### config.mk
export PLATFORM = sky130hd
export DESIGN_NAME = pp_alu_sched
export DESIGN_NICKNAME = d
export VERILOG_FILES = /design/src/rtl/pp_alu_sched.sv
export SDC_FILE = /design/constraint.sdc
export NUM_CORES = 1
export LEC_CHECK = 0
export CAP_MARGIN = 20
export CORE_AREA = 3 3 162 164
export CTS_BUF_LIST = sky130_fd_sc_hd__clkbuf_8
export CTS_CLUSTER_DIAMETER = 30
export CTS_CLUSTER_SIZE = 24
export DETAILED_ROUTE_END_ITERATION = 12
export DIE_AREA = 0 0 165 167
export PLACE_DENSITY_LB_ADDON = 0.25
export SYNTH_ARGS = -nofsm -noshare
export SYNTH_HDL_FRONTEND = slang
export SYNTH_SLANG_ARGS = --single-unit
export TNS_END_PERCENT = 20
### constraint.sdc
create_clock -name clk_i -period 5.6 [get_ports clk_i]
set_clock_uncertainty 0.15 [all_clocks]
set_input_delay 0.84 -clock clk_i [delete_from_list [all_inputs] [get_ports clk_i]]
set_output_delay 0.84 -clock clk_i [all_outputs]
set_load 0.05 [all_outputs]
### src/rtl/pp_alu_sched.sv
// Round-robin scheduler that shares one fixed-point ALU among NumReq requesters,
// with burst-locked grants, in-order tagged responses and a flush/drain path.
module pp_alu_sched #(
  parameter int unsigned NumReq   = 4,
  parameter int unsigned NumSize  = 32,
  parameter int unsigned CmdW     = 4,
  parameter int unsigned BurstLen = 8,
  parameter int unsigned AluLat   = 1
) (
  input  logic                      clk_i,
  input  logic                      reset_i,
  input  logic [NumReq-1:0]         req_valid_i,
  output logic [NumReq-1:0]         req_ready_o,
  input  logic [NumReq*CmdW-1:0]    req_cmd_i,
  input  logic [NumReq*NumSize-1:0] req_in1_i,
  input  logic [NumReq*NumSize-1:0] req_in2_i,
  output logic [CmdW-1:0]           alu_cmd_o,
  output logic [NumSize-1:0]        alu_in1_o,
  output logic [NumSize-1:0]        alu_in2_o,
  input  logic [NumSize-1:0]        alu_out1_i,
  output logic [NumReq-1:0]         rsp_valid_o,
  output logic [NumSize-1:0]        rsp_data_o,
  output logic                      rsp_err_o,
  input  logic                      flush_i,
  output logic                      flush_done_o,
  output logic                      busy_o
);

  localparam int unsigned IdxW = (NumReq > 1) ? $clog2(NumReq) : 1;
  localparam int unsigned TagW = NumReq + 3;
  localparam logic [CmdW-1:0] CmdNoop = '0;
  localparam logic [CmdW-1:0] CmdAdd  = CmdW'(1);

  typedef enum logic [1:0] {StIdle, StGrant, StDrain} state_e;

  state_e             state_q;
  logic [IdxW-1:0]    owner_q;
  logic [IdxW-1:0]    rr_ptr_q;
  logic [7:0]         burst_cnt_q;
  logic               flush_done_q;
  logic [CmdW-1:0]    alu_cmd_q;
  logic [NumSize-1:0] alu_in1_q;
  logic [NumSize-1:0] alu_in2_q;
  logic [NumReq-1:0]  rsp_valid_q;
  logic [NumSize-1:0] rsp_data_q;
  logic               rsp_err_q;
  // Tag layout: {valid, err, noop, owner one-hot}
  logic [TagW-1:0]    tag_q [AluLat+1];

  logic [IdxW-1:0]    pick;
  logic [IdxW-1:0]    owner_nxt;
  logic               any_valid;
  logic               hs;
  logic               burst_end;
  logic [8:0]         burst_inc;
  logic               tags_busy;
  logic [CmdW-1:0]    own_cmd;
  logic [NumSize-1:0] own_in1;
  logic [NumSize-1:0] own_in2;
  logic               own_err;
  logic               own_noop;

  // First valid requester at or after rr_ptr_q, with wrap.
  always_comb begin
    logic             found;
    logic [IdxW-1:0]  cand;
    int unsigned      idx;
    found = 1'b0;
    pick  = '0;
    cand  = '0;
    idx   = 0;
    for (int unsigned k = 0; k < NumReq; k++) begin
      idx  = (32'(rr_ptr_q) + k) % NumReq;
      cand = IdxW'(idx);
      if (!found && req_valid_i[cand]) begin
        found = 1'b1;
        pick  = cand;
      end
    end
  end

  always_comb begin
    tags_busy = 1'b0;
    for (int unsigned i = 0; i <= AluLat; i++) begin
      tags_busy = tags_busy | tag_q[i][TagW-1];
    end
  end

  assign any_valid   = |req_valid_i;
  assign own_cmd     = req_cmd_i[owner_q*CmdW +: CmdW];
  assign own_in1     = req_in1_i[owner_q*NumSize +: NumSize];
  assign own_in2     = req_in2_i[owner_q*NumSize +: NumSize];
  assign own_noop    = (own_cmd == CmdNoop);
  assign own_err     = !own_noop && (own_cmd != CmdAdd);
  assign req_ready_o = (state_q == StGrant && !flush_i) ? (NumReq'(1) << owner_q) : '0;
  assign hs          = (state_q == StGrant) && !flush_i && req_valid_i[owner_q];
  assign burst_inc   = {1'b0, burst_cnt_q} + 9'd1;
  assign burst_end   = (burst_inc == 9'(BurstLen));
  assign owner_nxt   = (owner_q == IdxW'(NumReq - 1)) ? '0 : owner_q + 1'b1;

  always_ff @(posedge clk_i or posedge reset_i) begin
    if (reset_i) begin
      state_q      <= StIdle;
      owner_q      <= '0;
      rr_ptr_q     <= '0;
      burst_cnt_q  <= '0;
      flush_done_q <= 1'b0;
    end else begin
      flush_done_q <= 1'b0;
      unique case (state_q)
        StIdle: begin
          if (flush_i) begin
            state_q <= StDrain;
          end else if (any_valid) begin
            state_q <= StGrant;
            owner_q <= pick;
          end
        end
        StGrant: begin
          if (flush_i) begin
            state_q     <= StDrain;
            burst_cnt_q <= '0;
          end else if (hs && !burst_end) begin
            burst_cnt_q <= burst_inc[7:0];
          end else begin
            // Burst exhausted, or owner dropped valid without a handshake.
            state_q     <= StIdle;
            rr_ptr_q    <= owner_nxt;
            burst_cnt_q <= '0;
          end
        end
        StDrain: begin
          if (!tags_busy) begin
            state_q      <= StIdle;
            flush_done_q <= 1'b1;
          end
        end
        default: state_q <= StIdle;
      endcase
    end
  end

  // Illegal and NOOP opcodes reach the ALU as NOOP; operands hold when idle.
  always_ff @(posedge clk_i or posedge reset_i) begin
    if (reset_i) begin
      alu_cmd_q <= CmdNoop;
      alu_in1_q <= '0;
      alu_in2_q <= '0;
    end else begin
      alu_cmd_q <= (hs && own_cmd == CmdAdd) ? CmdAdd : CmdNoop;
      if (hs) begin
        alu_in1_q <= own_in1;
        alu_in2_q <= own_in2;
      end
    end
  end

  always_ff @(posedge clk_i or posedge reset_i) begin
    if (reset_i) begin
      for (int unsigned i = 0; i <= AluLat; i++) begin
        tag_q[i] <= '0;
      end
      rsp_valid_q <= '0;
      rsp_data_q  <= '0;
      rsp_err_q   <= 1'b0;
    end else begin
      tag_q[0] <= {hs, own_err, own_noop, req_ready_o};
      for (int unsigned i = 1; i <= AluLat; i++) begin
        tag_q[i] <= tag_q[i-1];
      end
      if (tag_q[AluLat][TagW-1]) begin
        rsp_valid_q <= tag_q[AluLat][NumReq-1:0];
        rsp_err_q   <= tag_q[AluLat][TagW-2];
        rsp_data_q  <= (tag_q[AluLat][TagW-2] || tag_q[AluLat][TagW-3]) ? '0 : alu_out1_i;
      end else begin
        rsp_valid_q <= '0;
        rsp_err_q   <= 1'b0;
        rsp_data_q  <= '0;
      end
    end
  end

  assign alu_cmd_o    = alu_cmd_q;
  assign alu_in1_o    = alu_in1_q;
  assign alu_in2_o    = alu_in2_q;
  assign rsp_valid_o  = rsp_valid_q;
  assign rsp_data_o   = rsp_data_q;
  assign rsp_err_o    = rsp_err_q;
  assign flush_done_o = flush_done_q;
  assign busy_o       = (state_q != StIdle) || tags_busy;

endmodule

# ---- After elaboration in Yosys (flattened, before gate mapping)
# Index checks and enable logic that the tools add are counted.
dict set report totals {
  word_cells 96
  register_bits 131
}
dict set report classes {
  bitwise 3
  eq_ne 9
  n_reduce_logical 23
  n_lt_le_gt_ge 5
  n_shift 4
  n_mux 34
  n_addsub 5
}
# op count
set op_table {}
lappend op_table {{128-bit by 8-bit variable part select with 32-bit output} 2}
lappend op_table {{32-bit two-way mux} 2}
lappend op_table {{2-bit two-way mux} 10}
lappend op_table {{8-bit two-way mux} 2}
lappend op_table {{16-bit by 5-bit variable part select with 4-bit output} 1}
lappend op_table {{2-bit by 3-bit less-than comparator with 1-bit output (second input constant)} 5}
lappend op_table {{1-bit two-way mux} 12}
lappend op_table {{1-bit binary-select mux with 2-bit select} 5}
lappend op_table {{8-bit by 1-bit adder with 9-bit output (second input constant)} 1}
lappend op_table {{9-bit by 4-bit == test with 1-bit output (second input constant)} 1}
lappend op_table {{3-bit AND reduction} 3}
lappend op_table {{1-bit logical AND} 8}
lappend op_table {{4-bit two-way mux} 2}
lappend op_table {{1-bit zero test} 6}
lappend op_table {{3-bit inequality test (second input constant)} 2}
lappend op_table {{2-bit one-hot mux with 3 select lines} 1}
lappend op_table {{2-bit by 1-bit adder with 2-bit output (second input constant)} 2}
lappend op_table {{2-bit adder (second input constant)} 2}
lappend op_table {{2-bit == test (second input constant)} 2}
lappend op_table {{4-bit by 1-bit == test with 1-bit output (second input constant)} 1}
lappend op_table {{4-bit zero test} 1}
lappend op_table {{4-bit by 1-bit inequality test with 1-bit output (second input constant)} 1}
lappend op_table {{4-bit OR reduction} 1}
lappend op_table {{1-bit by 2-bit << shifter with 4-bit output (first input constant)} 1}
lappend op_table {{7 further kinds} 9}

# ---- Logic depth before layout (Yosys ltp)
# Gate-level depths: netlist of run 1.
dict set report depth {
  depth_word 12
  ltp_mapped 7
  ltp_nobuf 6
}

# ---- Least setup slack after synthesis of run 1
# OpenSTA, ideal clock, no wires.
dict set report synth_path {
  path_type {input port to output port}
  from {input port flush_i}
  to {output port req_ready_o[0]}
  t_arrival_ps 1734
  setup_slack_ps 2876
  path_stages 2
  cell_sequence {nor3b_1 > and2_1}
}
dict set report synth_between {
  elab_chain_len 3
}
# element line
set synth_lines {}
lappend synth_lines {{start, declared} 24} ;# input logic flush_i,
lappend synth_lines {{1-bit zero test} 95} ;# assign req_ready_o = (state_q == StGrant && !flush_i) ? (NumReq'(1) << owner_q) : '0;
lappend synth_lines {{1-bit logical AND} 95}
lappend synth_lines {{4-bit two-way mux} 95}
lappend synth_lines {{end, declared} 13} ;# output logic [NumReq-1:0] req_ready_o,
# Every way passes these cells.

# ---- Final worst setup path of run 1
# Ends and elaborated chain as after synthesis.

==> impl_metrics.tcl, run 1 <==
set metrics [dict create \
    pin_count 422 \
    clkLatencyLatePin_ns 0.44 \
    syn_area_sq_um 6600 \
    worstPathCellList "clkdlybuf4s50_1 > nor3b_1 > and2_1 > clkdlybuf4s50_1" \
    outcome "completed" \
    cts_setup_buffers 0 \
    die_width_microns 165 \
    core.rowCount 58 \
    yosysWarnings 0 \
    clockRootBuffer "clkbuf_8" \
    die_height_microns 167 \
    wl_per_cell_microns 18.7 \
    dieArea_sq_um 27600 \
    vias 5306 \
    synth_edf_count 0 \
    clock-sinks 131 \
    fmax_ghz 0.241 \
    ys_seq_area_share_pct 49.6 \
    crit_slowest_cell "clkdlybuf4s50_1" \
    drt-total-wl_microns 22100 \
    maxSlewViolCount 0 \
    critPathMaxFanout 6 \
    htreeDepth 4 \
    worst_pin_slew_ns 0.944 \
    hp-class "reg2reg" \
    async_flop_share_pct 100 \
    cp.required_ns 4.61 \
    syn_to_final_growth_pct 73.9 \
    vias_per_cell 4.48 \
    syn_avg_cell_area_sq_um 15.4 \
    detail-route-antenna-nets 0 \
    post_cts_resized 0 \
    core_sq_um 25000 \
    ys_types 38 \
    final_nets 1158 \
    cts_tree "built" \
    cp.arrival_ns 3.16 \
    hold_violations 0 \
    num-fill-cells 2278 \
    critPathKind "in2out" \
    peakVddDrop_v 0.000221 \
    cpMostUsedCell "clkdlybuf4s50_1" \
    cpPeakStageDelay_ns 0.83 \
    grt_max_degree 95 \
    grt_pass1_wl_microns 32500 \
    firstDrtPassIters 4 \
    rsz0062_at_grt "false" \
    fin_area_sq_um 11500 \
    placement.io_buffers 418 \
    tns_ns 0 \
    cp-end-kind "output pin" \
    drive_above_1_share_pct 16.5 \
    grt_overflow 0 \
    netlist_instances 428 \
    drc_errors 0 \
    start_kind "input pin" \
    cap_violations 0 \
    cts_hold_buf 0 \
    dp_hpwl_microns 17500 \
    powerDensity_nw_per_um2 438 \
    power_leakage_uw 0.00463 \
    setup_violations 0 \
    ys.flop_type "dfrtp_1" \
    fin_crit_sh_pct 74.0 \
    gp_congestion 0.855 \
    initial_core_util_pct 26.4 \
    place_area_sq_um 11100 \
    path_clk_slew_ns 0.10 \
    track_usage_pct 15.6 \
    first_iter_violations 210 \
    grt_pass1_vias 5719 \
    num_antenna_cells 0 \
    period_minus_slack_ns 4.15 \
    cts-buffers-inserted 17 \
    antenna_found_initial 1 \
    slew_headroom_pct 36.9 \
    total_power_uw 5030 \
    clockBufferDepth 2 \
    ys_ff_latch 131 \
]
==> cells in the final DEF, fill, tap and decap left out, types with 2 or more instances in the layout <==
cell             count
a21oi_1              4
a31oi_1              2
and2_1              42
buf_4                6
clkbuf_8            17
clkdlybuf4s50_1    418
clkinv_8             3
clkinvlp_4           2
conb_1               3
dfrtp_1            129
dfrtp_4              2
ha_1                 6
inv_1                7
inv_6                6
inv_8                4
mux2_1              36
mux2_4              30
mux2i_1              2
mux4_2              66
nand2_1             15
nand2b_1             3
nand3_1              4
nor2_1              12
nor3_1               6
o21ai_0              3
o21ai_1              5
or4_1                2
xnor2_1              2
xor2_1               2
==> metrics by stage <==
stage / util [%] / hold slack, ns / setup slack, ns / instances
2_1_floorplan: - / 0.181 / 1.11 / 430
3_3_place_gp: 44.3 / 0.184 / 1.38 / 1152
3_5_place_dp: 44.3 / 0.185 / 1.38 / 1152
4_1_cts: 45.9 / 0.196 / 1.37 / 1184
5_1_grt: 45.9 / 0.197 / 1.29 / 1184
6_report: 45.9 / 0.193 / 1.45 / 1184
==> layout make-up <==
cell class	count	area [sq um]	share of cell area, %
clock buffers	17	234	2.04
clock inverters	15	161	1.41
inverters	9	40.0	0.349
multi-input cells	258	3120	27.2
flip-flops and latches	131	3290	28.6
well taps	330	413	3.59
repair buffers	424	4230	36.8
==> critical path, delay by kind of cell <==
family,cells,cell delay [ns]
buffers and inverters,2,1.27
AND/OR/NAND/NOR,2,1.04
==> final timing paths <==
check                                  startpoint                        end  slack (ns)  depth (start not counted)
min in group asynchronous                 reset_i   rsp_data_o[29]$_DFF_PP0_        0.80                          2
min                           tag_q[12]$_DFF_PP0_         tag_q[5]$_DFF_PP0_        0.19                          0
max                                       flush_i             req_ready_o[0]        1.45                          4
max in group asynchronous                 reset_i  alu_in1_o[11]$_DFFE_PP0P_        3.41                          3
min reg2reg                   tag_q[12]$_DFF_PP0_         tag_q[5]$_DFF_PP0_        0.19                          0
max reg2reg                owner_q[0]$_DFFE_PP0P_  alu_in1_o[24]$_DFFE_PP0P_        2.14                          5
==> report_power, final <==
group	leakage [uW]	internal [uW]	switching, uW
sequential	0.00169	1230	274
clock	0.000194	336	457
combinational	0.00275	1270	1460
==> state kept, by name (all words and copies together), names as in the netlist <==
signal and cells:
rsp_data_o 32, rsp_valid_o 4, flush_done_o 1, burst_cnt_q 8, rr_ptr_q 2, alu_in2_o 32, tag_q 14, rsp_err_o 1
owner_q 2, alu_cmd_o 1, alu_in1_o 32, state_q 2
==> cell usage after synthesis, types with 5 or more instances <==
cell type  instances  area share [%]
dfrtp_1          131              50
mux4_2            66              23
and2_1            42             4.0
mux2_1            36             6.1
mux2_4            30             6.8
clkbuf_1          15            0.85
nand2_1           15            0.85
nor2_1            12            0.68
buf_2              9            0.68
inv_1              8            0.45
ha_1               6             1.1
nor3_1             6            0.45
buf_6              5            0.85
o21ai_1            5            0.38
==> metal layers <==
layer  wire length, microns  share of wire (%)  global-route usage, %
met5                      9              0.041                      0
met3                   2120                9.6                   5.55
met4                    300                1.4                   3.83
met1                   8250                 37                   17.7
met2                  11400                 52                   27.7
==> cells by family (layout without fill, tap and decap cells) <==
family / after synthesis / in the layout / share of synthesized area (%)
AO/OA/AOI/OAI: 22 / 22 / 2.27
other: 1 / 3 / 0.0568
adder cells (fa/ha/maj): 6 / 6 / 1.14
buffers and inverters: 41 / 465 / 3.24
multiplexers: 134 / 134 / 35.8
flip-flops: 131 / 131 / 49.6
XOR/XNOR: 4 / 4 / 0.531
AND/OR/NAND/NOR: 89 / 89 / 7.35
No activity file was read; power rests on OpenSTA's default activity.
==> run 2, diff against run 1 <==
==> constraint.sdc (replaced) <==
create_clock -name clk_i -period 3.9 [get_ports clk_i]
set_clock_uncertainty 0.15 [all_clocks]
set_input_delay 0.585 -clock clk_i [delete_from_list [all_inputs] [get_ports clk_i]]
set_output_delay 0.585 -clock clk_i [all_outputs]
set_load 0.05 [all_outputs]
==> run 2 against run 1 <==
Compared with the run above:
- cell count is 0.17% higher
- sequential share of layout area hardly changed
- register-to-register slack got worse by 0.60 ns
==> impl_metrics.tcl, run 2 (same netlist as run 1, synthesis figures left out) <==
set metrics [dict create \
    drt-total-wl_microns 21200 \
    crit_slowest_cell "clkdlybuf4s50_1" \
    syn_to_final_growth_pct 74.0 \
    fin_crit_sh_pct 80.0 \
    critPathKind "in2out" \
    cts_tree "built" \
    detailedPlace.worstSlack_ns 0.801 \
    start_kind "input pin" \
    htreeDepth 4 \
    cpPeakStageDelay_ns 0.81 \
    slew_headroom_pct 40.2 \
    combPwrFrac_pct 56.0 \
    grt_pass1_wl_microns 31800 \
    grt_pass1_vias 5660 \
    dp_hpwl_microns 16900 \
    pin_count 422 \
    p_seq_share_pct 28.7 \
    num_antenna_cells 0 \
    cp.arrival_ns 2.38 \
    path_buf_inv 2 \
    vias_per_cell 4.45 \
    cpMostUsedCell "clkdlybuf4s50_1" \
    cts_hold_buf 0 \
    hold_violations 0 \
    setup_violations 0 \
    cap_violations 0 \
    clockRootBuffer "clkbuf_8" \
    switching_share_pct 43.1 \
    fin_util_pct 45.9 \
    final_cell_mix "clkdlybuf4s50_1, dfrtp_1, mux4_2" \
    grt_max_degree 71 \
    powerDensity_nw_per_um2 624 \
    vias 5274 \
    cp-end-kind "output pin" \
    final_nets 1160 \
    first_iter_violations 250 \
    wl_per_cell_microns 17.9 \
    critPathMaxFanout 3 \
    rsz0062_at_grt "false" \
    path_clk_slew_ns 0.09 \
    fin_area_sq_um 11500 \
    power_switching_uw 3090 \
    layout_setup_ws_ns 0.781 \
    drc_errors 0 \
    core.rowCount 58 \
    power_leakage_uw 0.00464 \
    post_cts_resized 0 \
    outcome "completed" \
    drive_above_1_share_pct 16.9 \
    crit_family "buffers and inverters" \
    pwr-share-clk_pct 15.3 \
    place_area_sq_um 11100 \
    period_minus_slack_ns 3.12 \
    tns_ns 0 \
    dieArea_sq_um 27600 \
    fmax_ghz 0.321 \
    worstPathCellList "clkdlybuf4s50_1 > nor3b_1 > and2_1 > clkdlybuf4s50_1" \
    layout_commonest_cell "clkdlybuf4s50_1" \
    grt_overflow 0 \
    firstDrtPassIters 4 \
    cts-buffers-inserted 17 \
    fin_hold_ws_ns 0.204 \
    placement.io_buffers 418 \
    die_width_microns 165 \
    clockBufferDepth 2 \
    p_int_uw 4080 \
    cp.required_ns 3.16 \
    cts_setup_buffers 0 \
    gp_congestion 0.778 \
    clock-sinks 131 \
    antenna_found_initial 0 \
    hp-class "reg2reg" \
    detail-route-antenna-nets 0 \
    peakVddDrop_v 0.000325 \
    clkLatencyLatePin_ns 0.43 \
    core_sq_um 25000 \
    maxSlewViolCount 0 \
    worst_pin_slew_ns 0.897 \
    initial_core_util_pct 26.4 \
    track_usage_pct 15.1 \
    die_height_microns 167 \
]
[run 2: through the flow]
step | total power (uW) | std cells
4_1_cts | 7320 | 1186
3_5_place_dp | 6170 | 1154
3_3_place_gp | 6180 | 1154
5_1_grt | 7580 | 1186
6_report | 7170 | 1186
2_1_floorplan | 4720 | 430
[run 2: power by group through the flow]
stage	combinational [uW]	clock [uW]	sequential, uW
3_3_place_gp	4100	0	2080
4_1_cts	4100	1150	2070
2_1_floorplan	1530	0	3190
3_5_place_dp	4100	0	2070
5_1_grt	4230	1220	2130
6_report	4020	1100	2060
[run 2: cell type report]
class,instances,area (sq um)
fillers,2338,13500
repair buffers,426,4250
flip-flops and latches,131,3290
multi-input cells,258,3120
well taps,330,413
clock buffers,17,234
clock inverters,15,141
inverters,9,38.8
[run 2: worst reg2reg max path, stage by stage (launching register included)]
cell	delay, ns
dfrtp_1	0.43
nor3b_1	0.35
buf_4	0.21
nand2_2	0.09
clkinv_2	0.09
buf_4	0.49
mux2_1	0.42
[run 2: final timing paths]
| path | slack, ns | depth (start not counted) | from | endpoint |
|---|---|---|---|---|
| max | 0.78 | 4 | flush_i | req_ready_o[3] |
| min | 0.20 | 0 | tag_q[12]$_DFF_PP0_ | tag_q[5]$_DFF_PP0_ |
| max reg2reg | 1.54 | 6 | state_q[1]$_DFFE_PP0P_ | alu_in1_o[16]$_DFFE_PP0P_ |
| min reg2reg | 0.20 | 0 | tag_q[12]$_DFF_PP0_ | tag_q[5]$_DFF_PP0_ |
| max in group asynchronous | 2.27 | 3 | reset_i | owner_q[0]$_DFFE_PP0P_ |
| min in group asynchronous | 0.58 | 3 | reset_i | rsp_data_o[25]$_DFF_PP0_ |
[run 2: layer usage]
metal	GRT usage [%]	part of all wire, %	routed length [microns]
met5	0	0	0
met4	3.32	1.1	232
met3	5.50	9.0	1910
met2	26.7	53	11200
met1	17.3	37	7900
==> run 3, diff against run 2 <==
==> constraint.sdc (replaced) <==
create_clock -name clk_i -period 2.91 [get_ports clk_i]
set_clock_uncertainty 0.15 [all_clocks]
set_input_delay 0.4365 -clock clk_i [delete_from_list [all_inputs] [get_ports clk_i]]
set_output_delay 0.4365 -clock clk_i [all_outputs]
set_load 0.05 [all_outputs]
==> run 3 against run 2 <==
Compared with the run above:
- register-to-register slack worse by 0.83 ns
- global-route usage up 0.11 points
- clock-buffer cell count unchanged
- sequential share of layout area down 0.36 points
- cell area up 1.3%
- sequential power up 31%
- wire length about the same
- cell count up 0.17%
- die area unchanged
- critical path type is now reg2out
- largest power group unchanged
==> impl_metrics.tcl, run 3 (same netlist as run 1, synthesis figures left out) <==
set metrics [dict create \
    outcome "completed" \
    grt_pass1_vias 5751 \
    switching_share_pct 42.6 \
    pin_count 422 \
    gp_congestion 0.767 \
    grt_pass1_wl_microns 32000 \
    drc_errors 0 \
    num_antenna_cells 0 \
    critPathMaxFanout 29 \
    powerDensity_nw_per_um2 841 \
    cp.required_ns 2.32 \
    grt_max_degree 71 \
    cp.arrival_ns 2.02 \
    tns_ns 0 \
    p_seq_share_pct 27.6 \
    antenna_found_initial 0 \
    initial_core_util_pct 26.4 \
    htreeDepth 4 \
    final_cell_mix "clkdlybuf4s50_1, dfrtp_1, mux4_2" \
    maxSlewViolCount 0 \
    combPwrFrac_pct 56.4 \
    peakVddDrop_v 0.000396 \
    cts_setup_buffers 0 \
    core.rowCount 58 \
    detail-route-antenna-nets 0 \
    hold_violations 0 \
    wl_per_cell_microns 17.9 \
    cts_hold_buf 0 \
    clkLatencyLatePin_ns 0.44 \
    vias 5281 \
    fin_hold_ws_ns 0.204 \
    placement.io_buffers 418 \
    fin_crit_sh_pct 89.7 \
    grt_overflow 0 \
    place_area_sq_um 11200 \
    pwr-share-clk_pct 16.0 \
    vias_per_cell 4.45 \
    slew_headroom_pct 61.5 \
    fin_area_sq_um 11600 \
    dieArea_sq_um 27600 \
    regArea_sq_um 3290 \
    cp-end-kind "output pin" \
    setup_violations 0 \
    rsz0062_at_grt "false" \
    power_switching_uw 4170 \
    critPathKind "reg2out" \
    cts_tree "built" \
    period_minus_slack_ns 2.61 \
    syn_to_final_growth_pct 76.2 \
    drt-total-wl_microns 21200 \
    hp-class "reg2reg" \
    clockBufferDepth 2 \
    firstDrtPassIters 4 \
    final_nets 1162 \
    clockRootBuffer "clkbuf_8" \
    post_cts_resized 0 \
    core_sq_um 25000 \
    die_width_microns 165 \
    num-fill-cells 2290 \
    dp_hpwl_microns 17000 \
    multi_input_area_sq_um 3120 \
    die_height_microns 167 \
    power_leakage_uw 0.00470 \
    p_int_uw 5620 \
    detailedPlace.worstSlack_ns 0.296 \
    first_iter_violations 192 \
    drive_above_1_share_pct 17.4 \
    clock-sinks 131 \
    path_clk_slew_ns 0.09 \
    cap_violations 0 \
    cts-buffers-inserted 17 \
    track_usage_pct 15.2 \
    layout_setup_ws_ns 0.300 \
    worst_pin_slew_ns 0.576 \
    start_kind "flop" \
    layout_commonest_cell "clkdlybuf4s50_1" \
    fmax_ghz 0.383 \
]
[run 3: cell count changes in the layout (fill, tap and decap cells not counted)]
cell,before,now
buf_12,1,10
buf_4,9,4
clkdlybuf4s50_1,416,414
clkinvlp_4,3,1
bufinv_16,0,1
clkinv_4,1,2
[run 3: power groups by stage]
stage | clock network (uW) | registers (uW) | logic, uW
final | 1570 | 2700 | 5520
after floorplan | 0 | 4270 | 2060
after CTS | 1650 | 2710 | 5620
after global placement | 0 | 2740 | 5600
after detailed placement | 0 | 2730 | 5610
after global routing | 1740 | 2790 | 5810
[run 3: area by class of cell]
type | instances | share of cell area (%)
clock buffer | 17 | 2.01
sequential | 131 | 28.2
tap | 330 | 3.55
multi-input combinational | 258 | 26.9
inverter | 9 | 0.333
timing repair buffer | 428 | 37.6
clock inverter | 15 | 1.42
[run 3: worst max-delay path, stage by stage, from the launching register on]
cell and delay (ns):
dfrtp_4 0.47, buf_4 0.38, inv_1 0.18, ha_1 0.21, and2_1 0.17, buf_12 0.16
[run 3: metal layers]
layer | wire length [microns] | global-route usage (%)
met5 | 0 | 0
met4 | 241 | 3.76
met3 | 1980 | 5.42
met2 | 11300 | 27.3
met1 | 7740 | 16.9
[run 3: worst paths after layout]
path | startpoint | end | slack (ns) | cells past startpoint
min | tag_q[9]$_DFF_PP0_ | tag_q[2]$_DFF_PP0_ | 0.20 | 0
max reg2reg | burst_cnt_q[0]$_DFFE_PP0P_ | rr_ptr_q[1]$_DFFE_PP0P_ | 0.71 | 5
max in group asynchronous | reset_i | owner_q[0]$_DFFE_PP0P_ | 1.95 | 3
min in group asynchronous | reset_i | rsp_data_o[0]$_DFF_PP0_ | 0.29 | 3
min reg2reg | tag_q[9]$_DFF_PP0_ | tag_q[2]$_DFF_PP0_ | 0.20 | 0
max | owner_q[1]$_DFFE_PP0P_ | req_ready_o[1] | 0.30 | 5
[run 3: metrics by stage]
step | std cells | power, uW | util, %
after floorplan | 430 | 6330 | -
after global placement | 1156 | 8340 | 44.9
after detailed placement | 1156 | 8340 | 44.9
after CTS | 1188 | 9980 | 46.5
after global routing | 1188 | 10300 | 46.5
final | 1188 | 9790 | 46.5
